**config.mk**
```make
export PLATFORM = sky130hd
export DESIGN_NAME = bcrypt_eks_engine
export DESIGN_NICKNAME = d
export VERILOG_FILES = /design/src/rtl/bcrypt_eks_engine.sv
export SDC_FILE = /design/constraint.sdc
export NUM_CORES = 1
export LEC_CHECK = 0
export ABC_AREA = 1
export CELL_PAD_IN_SITES_DETAIL_PLACEMENT = 0
export CELL_PAD_IN_SITES_GLOBAL_PLACEMENT = 1
export CORE_UTILIZATION = 37
export CTS_CLUSTER_DIAMETER = 100
export DETAILED_ROUTE_END_ITERATION = 8
export GPL_TIMING_DRIVEN = 0
export MAX_ROUTING_LAYER = met4
export PLACE_DENSITY_LB_ADDON = 0.15
export SLEW_MARGIN = 20
export SYNTH_ARGS = -nofsm -noshare
export SYNTH_HDL_FRONTEND = slang
export SYNTH_SLANG_ARGS = --single-unit
```
**constraint.sdc**
```tcl
create_clock -name clk -period 5.4 [get_ports clk]
set_input_delay 1.62 -clock clk [delete_from_list [all_inputs] [get_ports clk]]
set_output_delay 1.62 -clock clk [all_outputs]
set_load 0.01 [all_outputs]
```
**src/rtl/bcrypt_eks_engine.sv**
```systemverilog
// bcrypt_eks_engine: bcrypt expensive key schedule (2^cost iterations) over external P/key/salt and S-box RAMs
module bcrypt_eks_engine #(
  parameter int RD_LAT    = 1,
  parameter int COST_MIN  = 4,
  parameter int COST_MAX  = 31,
  parameter int KEY_BASE  = 18,
  parameter int SALT_BASE = 36,
  parameter int COST_ADDR = 40
) (
  input  logic        clk,
  input  logic        rst,
  input  logic        start,
  input  logic        abort,
  output logic        busy,
  output logic        done,
  output logic        err,
  output logic [31:0] iter,
  output logic        p_we_a,
  output logic        p_we_b,
  output logic [5:0]  p_addr_a,
  output logic [5:0]  p_addr_b,
  output logic [31:0] p_din_a,
  output logic [31:0] p_din_b,
  input  logic [31:0] p_dout_a,
  input  logic [31:0] p_dout_b,
  output logic        s_we_a,
  output logic        s_we_b,
  output logic [9:0]  s_addr_a,
  output logic [9:0]  s_addr_b,
  output logic [31:0] s_din_a,
  output logic [31:0] s_din_b,
  input  logic [31:0] s_dout_a,
  input  logic [31:0] s_dout_b
);
  typedef enum logic [3:0] {
    IDLE, LD_COST, CHECK, XOR_KEY, ENC_INIT, FEISTEL, STORE, XOR_SALT, NEXT_ITER, DONE
  } state_t;
  localparam logic [1:0]  LAT     = 2'(RD_LAT);
  localparam logic [1:0]  RND_END = 2'(2 * RD_LAT - 1);
  localparam logic [31:0] CMIN    = 32'(COST_MIN);
  localparam logic [31:0] CMAX    = 32'(COST_MAX);
  state_t      state;
  logic [1:0]  wc;
  logic [4:0]  idx;
  logic [9:0]  blk;
  logic        salt;
  logic        first;
  logic [31:0] x_reg;
  logic [31:0] b_reg;
  logic [31:0] s01;
  logic [31:0] count;
  logic [4:0]  cost;
  logic        cost_ok;
  logic [31:0] f_comb;
  logic [31:0] x_comb;
  logic [31:0] l_out;
  logic [15:0] x_hi;
  logic [8:0]  sblk;
  // Round state is (x, b): x = L^P[r] of the round in flight, b = R feeding it.
  // The previous round's F result is folded in combinationally when the S2/S3 data lands.
  assign f_comb = (s01 ^ s_dout_a) + s_dout_b;
  assign x_comb = b_reg ^ (first ? 32'd0 : f_comb) ^ p_dout_a;
  assign l_out  = x_reg ^ p_dout_b;
  assign x_hi   = wc == 2'd0 ? x_comb[31:16] : x_reg[31:16];
  assign sblk   = 9'(blk - 10'd9);
  always_comb begin
    p_we_a   = 1'b0;
    p_we_b   = 1'b0;
    p_addr_a = '0;
    p_addr_b = '0;
    p_din_a  = '0;
    p_din_b  = '0;
    s_we_a   = 1'b0;
    s_we_b   = 1'b0;
    s_addr_a = '0;
    s_addr_b = '0;
    s_din_a  = '0;
    s_din_b  = '0;
    unique case (state)
      LD_COST: p_addr_a = 6'(COST_ADDR);
      XOR_KEY, XOR_SALT: begin
        p_addr_a = 6'(idx);
        p_addr_b = state == XOR_KEY ? 6'(KEY_BASE) + 6'(idx) : 6'(SALT_BASE) + {4'd0, idx[1:0]};
        p_we_a   = wc == LAT;
        p_din_a  = wc == LAT ? p_dout_a ^ p_dout_b : '0;
      end
      ENC_INIT: p_addr_b = 6'd17;
      FEISTEL: begin
        p_addr_a = 6'(idx) + 6'd1;
        p_addr_b = 6'd17;
        s_addr_a = wc < LAT ? {2'd0, x_hi[15:8]} : {2'd2, x_reg[15:8]};
        s_addr_b = wc < LAT ? {2'd1, x_hi[7:0]}  : {2'd3, x_reg[7:0]};
      end
      STORE: begin
        if (blk < 10'd9) begin
          p_we_a   = 1'b1;
          p_we_b   = 1'b1;
          p_addr_a = {blk[4:0], 1'b0};
          p_addr_b = {blk[4:0], 1'b1};
          p_din_a  = l_out;
          p_din_b  = x_comb;
        end else begin
          s_we_a   = 1'b1;
          s_we_b   = 1'b1;
          s_addr_a = {sblk, 1'b0};
          s_addr_b = {sblk, 1'b1};
          s_din_a  = l_out;
          s_din_b  = x_comb;
        end
      end
      default: ;
    endcase
  end
  always_ff @(posedge clk) begin
    if (rst) begin
      state   <= IDLE;
      busy    <= 1'b0;
      done    <= 1'b0;
      err     <= 1'b0;
      iter    <= '0;
      wc      <= '0;
      idx     <= '0;
      blk     <= '0;
      salt    <= 1'b0;
      first   <= 1'b0;
      x_reg   <= '0;
      b_reg   <= '0;
      s01     <= '0;
      count   <= '0;
      cost    <= '0;
      cost_ok <= 1'b0;
    end else begin
      done <= 1'b0;
      if (abort) begin
        state <= IDLE;
        busy  <= 1'b0;
      end else begin
        unique case (state)
          IDLE: if (start) begin
            state <= LD_COST;
            busy  <= 1'b1;
            err   <= 1'b0;
            iter  <= '0;
            wc    <= '0;
          end
          LD_COST: if (wc == LAT) begin
            cost    <= p_dout_a[4:0];
            cost_ok <= p_dout_a >= CMIN && p_dout_a <= CMAX;
            wc      <= '0;
            state   <= CHECK;
          end else wc <= wc + 2'd1;
          CHECK: if (!cost_ok) begin
            err   <= 1'b1;
            busy  <= 1'b0;
            state <= IDLE;
          end else begin
            count <= 32'd1 << cost;
            idx   <= '0;
            salt  <= 1'b0;
            state <= XOR_KEY;
          end
          XOR_KEY, XOR_SALT: if (wc == LAT) begin
            wc <= '0;
            if (idx == 5'd17) begin
              idx   <= '0;
              blk   <= '0;
              x_reg <= '0;
              b_reg <= '0;
              first <= 1'b1;
              state <= ENC_INIT;
            end else idx <= idx + 5'd1;
          end else wc <= wc + 2'd1;
          ENC_INIT: if (wc == LAT) begin
            wc    <= '0;
            idx   <= '0;
            state <= FEISTEL;
          end else wc <= wc + 2'd1;
          FEISTEL: begin
            if (wc == 2'd0) begin
              x_reg <= x_comb;
              b_reg <= x_reg;
              first <= 1'b0;
            end
            if (wc == LAT) s01 <= s_dout_a + s_dout_b;
            if (wc == RND_END) begin
              wc <= '0;
              if (idx == 5'd15) state <= STORE;
              else idx <= idx + 5'd1;
            end else wc <= wc + 2'd1;
          end
          STORE: begin
            b_reg <= l_out;
            x_reg <= x_comb;
            first <= 1'b1;
            blk   <= blk + 10'd1;
            if (blk < 10'd520) state <= ENC_INIT;
            else if (salt) state <= NEXT_ITER;
            else begin
              salt  <= 1'b1;
              idx   <= '0;
              state <= XOR_SALT;
            end
          end
          NEXT_ITER: begin
            iter  <= iter + 32'd1;
            count <= count - 32'd1;
            if (count == 32'd1) begin
              done  <= 1'b1;
              busy  <= 1'b0;
              state <= DONE;
            end else begin
              salt  <= 1'b0;
              idx   <= '0;
              state <= XOR_KEY;
            end
          end
          DONE: state <= IDLE;
          default: state <= IDLE;
        endcase
      end
    end
  end
endmodule

```
==> results.tsv, run 1 <==
stage	metric	value	unit
status	status	complete, but fails checks	
status	failing checks	setup timing	
floorplan	Die ar.	0.04601	sq mm
placed_design	Placement Setup Slack	-1.304	ns
worst_setup_path	crit-path max FO	4	
clock_tree	clk slew on worst S/H paths	0.08	ns
layout	fillers	4554	
layout	nets	3416	
worst_setup_path	Worst Setup Start Kind	input port	
sta	Slew Limit Fails	0	
sta	Hold Vio Cnt, Final	0	
worst_hold_path	Hold WC Path Type	reg -> reg	
worst_setup_path	Slowest Stage Delay on Critical Path	0.39	ns
detailed_routing	residual DRC count	0	
worst_setup_path	launch point of the worst reg-to-reg path	s01[13]	
worst_hold_path	Hold Startpoint	busy	
worst_setup_path	Top cell by count, worst path	nand2_2	
power_and_ir_drop	pwr/cell area	178.0	mW/mm^2
synth	Synth cell types	53	
clock_tree	CTS max path bufs	2	
sta	final worst path period share	101.4	%
placed_design	post-DP HPWL	57.84	mm
floorplan	Starting Density	37.62	%
power_and_ir_drop	Pwr Total	4.215	mW
worst_setup_path	Slowest-stage cell, CP	fa_2	
worst_setup_path	WS Path Type	in -> out	
worst_setup_path	CP Capture Type	primary output	
synth	sequential share of the synthesized area	23.00	%
detailed_routing	Starting DRT DRC Count	1864	
floorplan	Chip Height	214.5	um
sta	RSZ-0062 raised after global routing	true	
layout	Layout Cells excl Fill	3810	
detailed_routing	DRT Pass-1 Iters	6	
grt	GR Overflow Total	0	
worst_setup_path	WP data arrival	3.86	ns
grt	gr usage total	32.01	%
synth	flops & latches, synth	192	
worst_setup_path	number of cells on the worst reg-to-reg path	34	
worst_setup_path	Buffers & Inverters on Critical Path	3	
worst_setup_path	worst-path cell chain	buf_8 > xor2_2 > ha_2 > fa_2 > nand2_2 > inv_2 > nand2_2 > nand2_4 > nand3_4 > nand3_4 > nand2_2 > nand2_1 > nand2_1 > nand2_1 > o21bai_1 > nand2_2 > o21ai_2 > buf_2	
layout	layout cells sized above 1	20.30	%
detailed_routing	vias per cell	5.259	
sta	Hold WS	0.4655	ns
floorplan	row cnt	77	
floorplan	I/O pins	331	
synth	Area contributors post-synth	dfxtp_1 (23%), nand2_1 (16%), inv_1 (8.2%)	
worst_setup_path	FF-to-FF End	x_reg[30]	
detailed_routing	post-route ant nets	0	
synth	cells after synthesis	2764	
power_and_ir_drop	maximum ir drop on the vdd rail	0.1501	mV
detailed_routing	via count	20036	
worst_setup_path	critical path required time	3.78	ns
grt	vias in the first global route	18863	
synth	Syn Area/Cell	6.046	sq um
detailed_routing	Routed WL per cell	19.25	um
synth	dominant synthesized flop cell	dfxtp_1	
clock_tree	CTS tree	yes	
clock_tree	later-pin clock latency in the skew report	0.51	ns
sta	Worst Max-Slew Pin Slew	1.004	ns
detailed_routing	final WL	73.35	mm
job	maxcap violations	0	
clock_tree	root buf cell	clkbuf_16	
synth	leading area contributor after synthesis	dfxtp_1	
synth	post-synth top area share	23.00	%
grt	antenna violations before repair	1	
synth	Commonest cells post-synth	nand2_1 (703), inv_1 (367), nor2_1 (350)	
layout	Final Util	53.30	%
worst_hold_path	Hold Path Sink	busy	
worst_setup_path	FF-to-FF setup slack	0.76	ns
grt	largest net degree at the start of global routing	19	
worst_setup_path	CP delay by family, top	simple AND/OR/NAND/NOR gates	
clock_tree	CTS H-tree lvls	4	
sta	minimum clock period	5.478	ns
sta	Achievable Freq	0.1826	GHz
synth	asr flop ratio synth	0	%
synth	most common cell in the netlist	nand2_1	
sta	setup violators final	5	
synth	syn nets	2976	
clock_tree	CTS sink cnt	192	
placed_design	cell total after placement	3685	
placed_design	RD Place Congestion	0.9741	
synth	Post-synth EDFFs	0	
worst_hold_path	Hold Crit Depth	2	
power_and_ir_drop	P_leak	11.12	nW
sta	clk_skew	0.01437	ns
sta	slew margin rel.	33.10	%
floorplan	Die Wd	214.5	um
floorplan	Core ar.	0.04441	sq mm
grt	first-pass GRT wire length	109.7	mm
synth	Syn Std Cell Area	0.01671	sq mm
sta	Final WS setup	-0.07782	ns
synth	Yosys warnings	0	
placed_design	number of I/O port buffers	329	
clock_tree	CTS Buf Count	17	
layout	P&R area growth vs syn	41.66	%
-- per-layer routing --
layer  global-route usage, %  wire length [um]  vias to the layer above
met5                       -                 0                        -
met4                   10.95              2284                        0
met3                   3.546              4555                      108
met2                   52.46             34860                      724
met1                   40.77             31650                     9397
li1                        -                 -                     9807
-- cell type report --
class                   count  area (sq um)  area share [%]
clock inverters            15         226.5          0.9567
repair buffers            421          3562           15.05
multi-input cells        2100         13050           55.13
inverters                 385          1448           6.116
well taps                 592         740.7           3.129
plain buffers              87         372.9           1.575
diodes                      1         2.502         0.01057
clock buffers              17         425.4           1.797
flip-flops and latches    192          3844           16.24
-- worst max path at each step --
stage,start,endpoint,slack [ns],cells past startpoint
global route,s_dout_a[0],s_addr_b[0],-0.17,18
detailed placement,s_dout_a[14],s_addr_b[7],-1.30,15
floorplan,s_dout_a[0],s_addr_b[0],0.22,16
finish,s_dout_a[0],s_addr_b[0],-0.08,18
global placement,s_dout_a[10],s_addr_a[6],-1.30,15
CTS,s_dout_a[12],s_addr_b[7],-0.14,15
-- cells by family (layout without fill, tap and decap cells) --
kind of cell / Yosys count / in the layout / synth area share, %
compound gates: 509 / 509 / 16.89
xor+xnor: 175 / 175 / 9.173
fa+ha+maj: 80 / 80 / 6.080
buf+inv: 472 / 925 / 10.87
flops: 192 / 192 / 23.00
other cells: 0 / 1 / 0
simple gates: 1336 / 1336 / 33.98
-- where the power goes --
part           internal (mW)  switching, mW
clock network          0.790          0.697
registers               1.42        0.00494
logic                  0.526          0.778
-- per-stage QoR --
step / TNS [ns] / cell area (sq um)
after global placement: -71.85 / 20740
final: -0.2586 / 23670
after global routing: -2.397 / 23670
after CTS: -0.5288 / 22920
after detailed placement: -72.89 / 20740
after floorplan: 0 / 16710
-- worst reg2reg max path: cells and delay by family (launching register included) --
kind                       cells  cell delay (ns)
xor gates and xnor gates       1             0.25
AOI/OAI and AO/OA              2             0.22
and+or+nand+nor                9             0.77
DFF                            1             0.44
buffers and inverters         21             2.56
adders and majority gates      1             0.26
-- repair_timing --
action,4_1_cts,5_1_grt
pin swaps,139,141
gates resized for setup,612,284
hold buffers,0,0
endpoints found under the setup margin,80,96
buffers inserted,69,24
-- cell usage in the layout, fill, tap and decap left out, drive strengths merged, types with 10 or more instances in the layout --
cell type      netlist  routed
a21oi              236     236
a221oi              11      11
a31oi               12      12
buf                 31     186
clkbuf              56     112
clkdlybuf4s15        0      10
clkdlybuf4s50        0     190
dfxtp              192     192
dlygate4sd2          0      25
ha                  78      78
inv                383     387
nand2              710     710
nand3              138     138
nand4               43      43
nor2               363     363
nor3                34      34
nor4                26      26
o21ai              154     154
o21bai              16      16
o22ai               33      33
xnor2               47      47
xor2               128     128
(Power assumes the default switching activity.)
==> inputs of run 2 (changes only) <==
--- a/config.mk
+++ b/config.mk
@@ -8,7 +8,7 @@
 export ABC_AREA = 1
 export CELL_PAD_IN_SITES_DETAIL_PLACEMENT = 0
 export CELL_PAD_IN_SITES_GLOBAL_PLACEMENT = 1
-export CORE_UTILIZATION = 37
+export CORE_UTILIZATION = 33
 export CTS_CLUSTER_DIAMETER = 100
 export DETAILED_ROUTE_END_ITERATION = 8
 export GPL_TIMING_DRIVEN = 0
==> constraint.sdc (replaced) <==
create_clock -name clk -period 5 [get_ports clk]
set_input_delay 1.5 -clock clk [delete_from_list [all_inputs] [get_ports clk]]
set_output_delay 1.5 -clock clk [all_outputs]
set_load 0.01 [all_outputs]
==> results.tsv, run 2 (synthesis gave the netlist of run 1 again) <==
stage	metric	value	unit	change
worst_setup_path	crit-path max FO	3		-1
sta	final worst path period share	103.7	%	
sta	minimum clock period	5.183	ns	
layout	most common cell after layout, fill and taps aside	nand2_1		
sta	RSZ-0062 raised after global routing	true		
clock_tree	CTS tree	yes		
detailed_routing	vias per cell	5.178		-1.5%
status	failing checks	setup timing		
status	status	complete, but fails checks		
placed_design	number of I/O port buffers	329		unchanged
grt	largest net degree at the start of global routing	21		+2
clock_tree	root buf cell	clkbuf_16		
layout	P&R area growth vs syn	43.53	%	
sta	clk_skew	0.01610	ns	+0.001722 ns
layout	nets	3405		-0.32%
worst_setup_path	WP data arrival	3.68	ns	-0.18 ns
sta	Achievable Freq	0.1929	GHz	
detailed_routing	DRT Pass-1 Iters	6		unchanged
layout	most frequent cells in the layout	nand2_1 (557), inv_1 (352), nor2_1 (301), a21oi_1 (215), dfxtp_1 (192)		
layout	layout cells sized above 1	21.49	%	+1.2 points
grt	vias in the first global route	18701		-0.86%
floorplan	Starting Density	33.37	%	-4.2 points
job	maxcap violations	0		unchanged
sta	Hold Vio Cnt, Final	0		unchanged
floorplan	row cnt	82		+6.5%
worst_setup_path	critical path required time	3.50	ns	-0.28 ns
sta	Hold WS	0.4757	ns	+0.01018 ns
placed_design	RD Place Congestion	0.9771		+0.31%
grt	first-pass GRT wire length	110.7	mm	+0.95%
detailed_routing	post-route ant nets	0		unchanged
clock_tree	CTS hold repair buffers	0		unchanged
floorplan	Core ar.	0.05007	sq mm	+13%
detailed_routing	Starting DRT DRC Count	1708		-8.4%
floorplan	I/O pins	331		unchanged
power_and_ir_drop	maximum ir drop on the vdd rail	0.3090	mV	+110%
floorplan	Die ar.	0.05154	sq mm	+12%
floorplan	Die Wd	227.0	um	+5.8%
clock_tree	CTS Buf Count	17		unchanged
detailed_routing	final WL	75.59	mm	+3.1%
clock_tree	later-pin clock latency in the skew report	0.52	ns	about the same
clock_tree	CTS H-tree lvls	4		unchanged
sta	Final WS setup	-0.1834	ns	-0.1056 ns
grt	GR Overflow Total	0		unchanged
sta	setup violators final	45		+40
power_and_ir_drop	pwr/cell area	185.2	mW/mm^2	+4.0%
sta	TNS Setup	-3.528	ns	-3.270 ns
clock_tree	CTS max path bufs	2		unchanged
floorplan	Chip Height	227.0	um	+5.8%
grt	gr usage total	29.55	%	-2.5 points
detailed_routing	via count	20079		+0.21%
sta	Worst Max-Slew Pin Slew	0.9956	ns	-0.007870 ns
worst_setup_path	WS Path Type	in -> out		
worst_setup_path	CP Capture Type	primary output		
layout	n_diodes	0		-1
sta	Slew Limit Fails	0		unchanged
worst_hold_path	Hold WC Path Type	reg -> reg		
power_and_ir_drop	Pwr Total	4.442	mW	+5.4%
clock_tree	CTS sink cnt	192		unchanged
detailed_routing	residual DRC count	0		unchanged
grt	antenna violations before repair	3		+2
clock_tree	clk slew on worst S/H paths	0.08	ns	about the same
sta	slew margin rel.	33.62	%	+0.52 points
detailed_routing	Routed WL per cell	19.49	um	+1.2%
worst_setup_path	Worst Setup Start Kind	input port		
placed_design	post-DP HPWL	60.56	mm	+4.7%
power_and_ir_drop	P_leak	11.12	nW	about the same
run 2: cell count changes in the layout (fill, tap and decap cells not counted), sizes merged, moves of 2 or more:
cell | previous run | this run
inv | 387 | 393
clkbuf | 112 | 81
clkdlybuf4s15 | 10 | 12
bufinv | 4 | 0
buf | 186 | 212
dlygate4sd2 | 25 | 19
run 2: final cells by class:
cell class	count	area, sq um
multi-input cells	2100	13330
inverters	385	1450
fillers	5315	26080
plain buffers	86	380.4
well taps	672	840.8
repair buffers	411	3551
flip-flops and latches	192	3844
clock buffers	17	425.4
clock inverters	15	161.4
run 2: worst max-delay path, cell delays in order:
cell	delay, ns
buf_8	0.11
xor2_4	0.23
ha_4	0.24
nand2_1	0.09
nand2_2	0.10
inv_2	0.07
nand2_2	0.05
nand3b_1	0.26
buf_4	0.21
nand2_4	0.06
nand2_2	0.05
nand2_2	0.07
nand4_1	0.13
buf_4	0.20
nand3_4	0.08
nand3_4	0.10
buf_6	0.13
run 2: report_power, final:
part           internal [mW]  leakage [nW]  switching, mW
combinational          0.573          9.29          0.860
clock                  0.673         0.285          0.798
sequential              1.53          1.55        0.00525
total                   2.78          11.1           1.66
run 2: through the flow:
stage,setup slack [ns],std cells,util [%],cell area (sq um)
6_report,-0.1834,3878,47.90,23980
5_1_grt,-0.2787,3878,47.90,23980
4_1_cts,-0.2299,3858,46.16,23110
3_5_place_dp,-1.605,3765,41.63,20840
3_3_place_gp,-1.610,3765,41.63,20840
2_1_floorplan,0.05990,2764,-,16710
run 2: worst paths after layout:
| kind | startpoint | cells after the start | to | slack, ns |
|---|---|---|---|---|
| setup / recovery | s_dout_a[9] | 17 | s_addr_a[2] | -0.18 |
| hold / removal | err | 1 | err | 0.48 |
| setup reg to reg | first | 9 | x_reg[19] | 2.41 |
| hold reg to reg | err | 1 | err | 0.48 |
run 2: per-layer routing:
metal	track usage (%)	routed length (um)	share of wire (%)
met3	3.394	4505	6.0
met2	46.87	34950	46
met1	38.97	33850	45
met5	-	0	0
met4	9.699	2286	3.0
run 2: repair_timing:
item | 4_1_cts | 5_1_grt
gates resized for setup | 827 | 215
setup endpoints to repair | 120 | 132
setup buffers | 61 | 21
pin swaps | 162 | 123
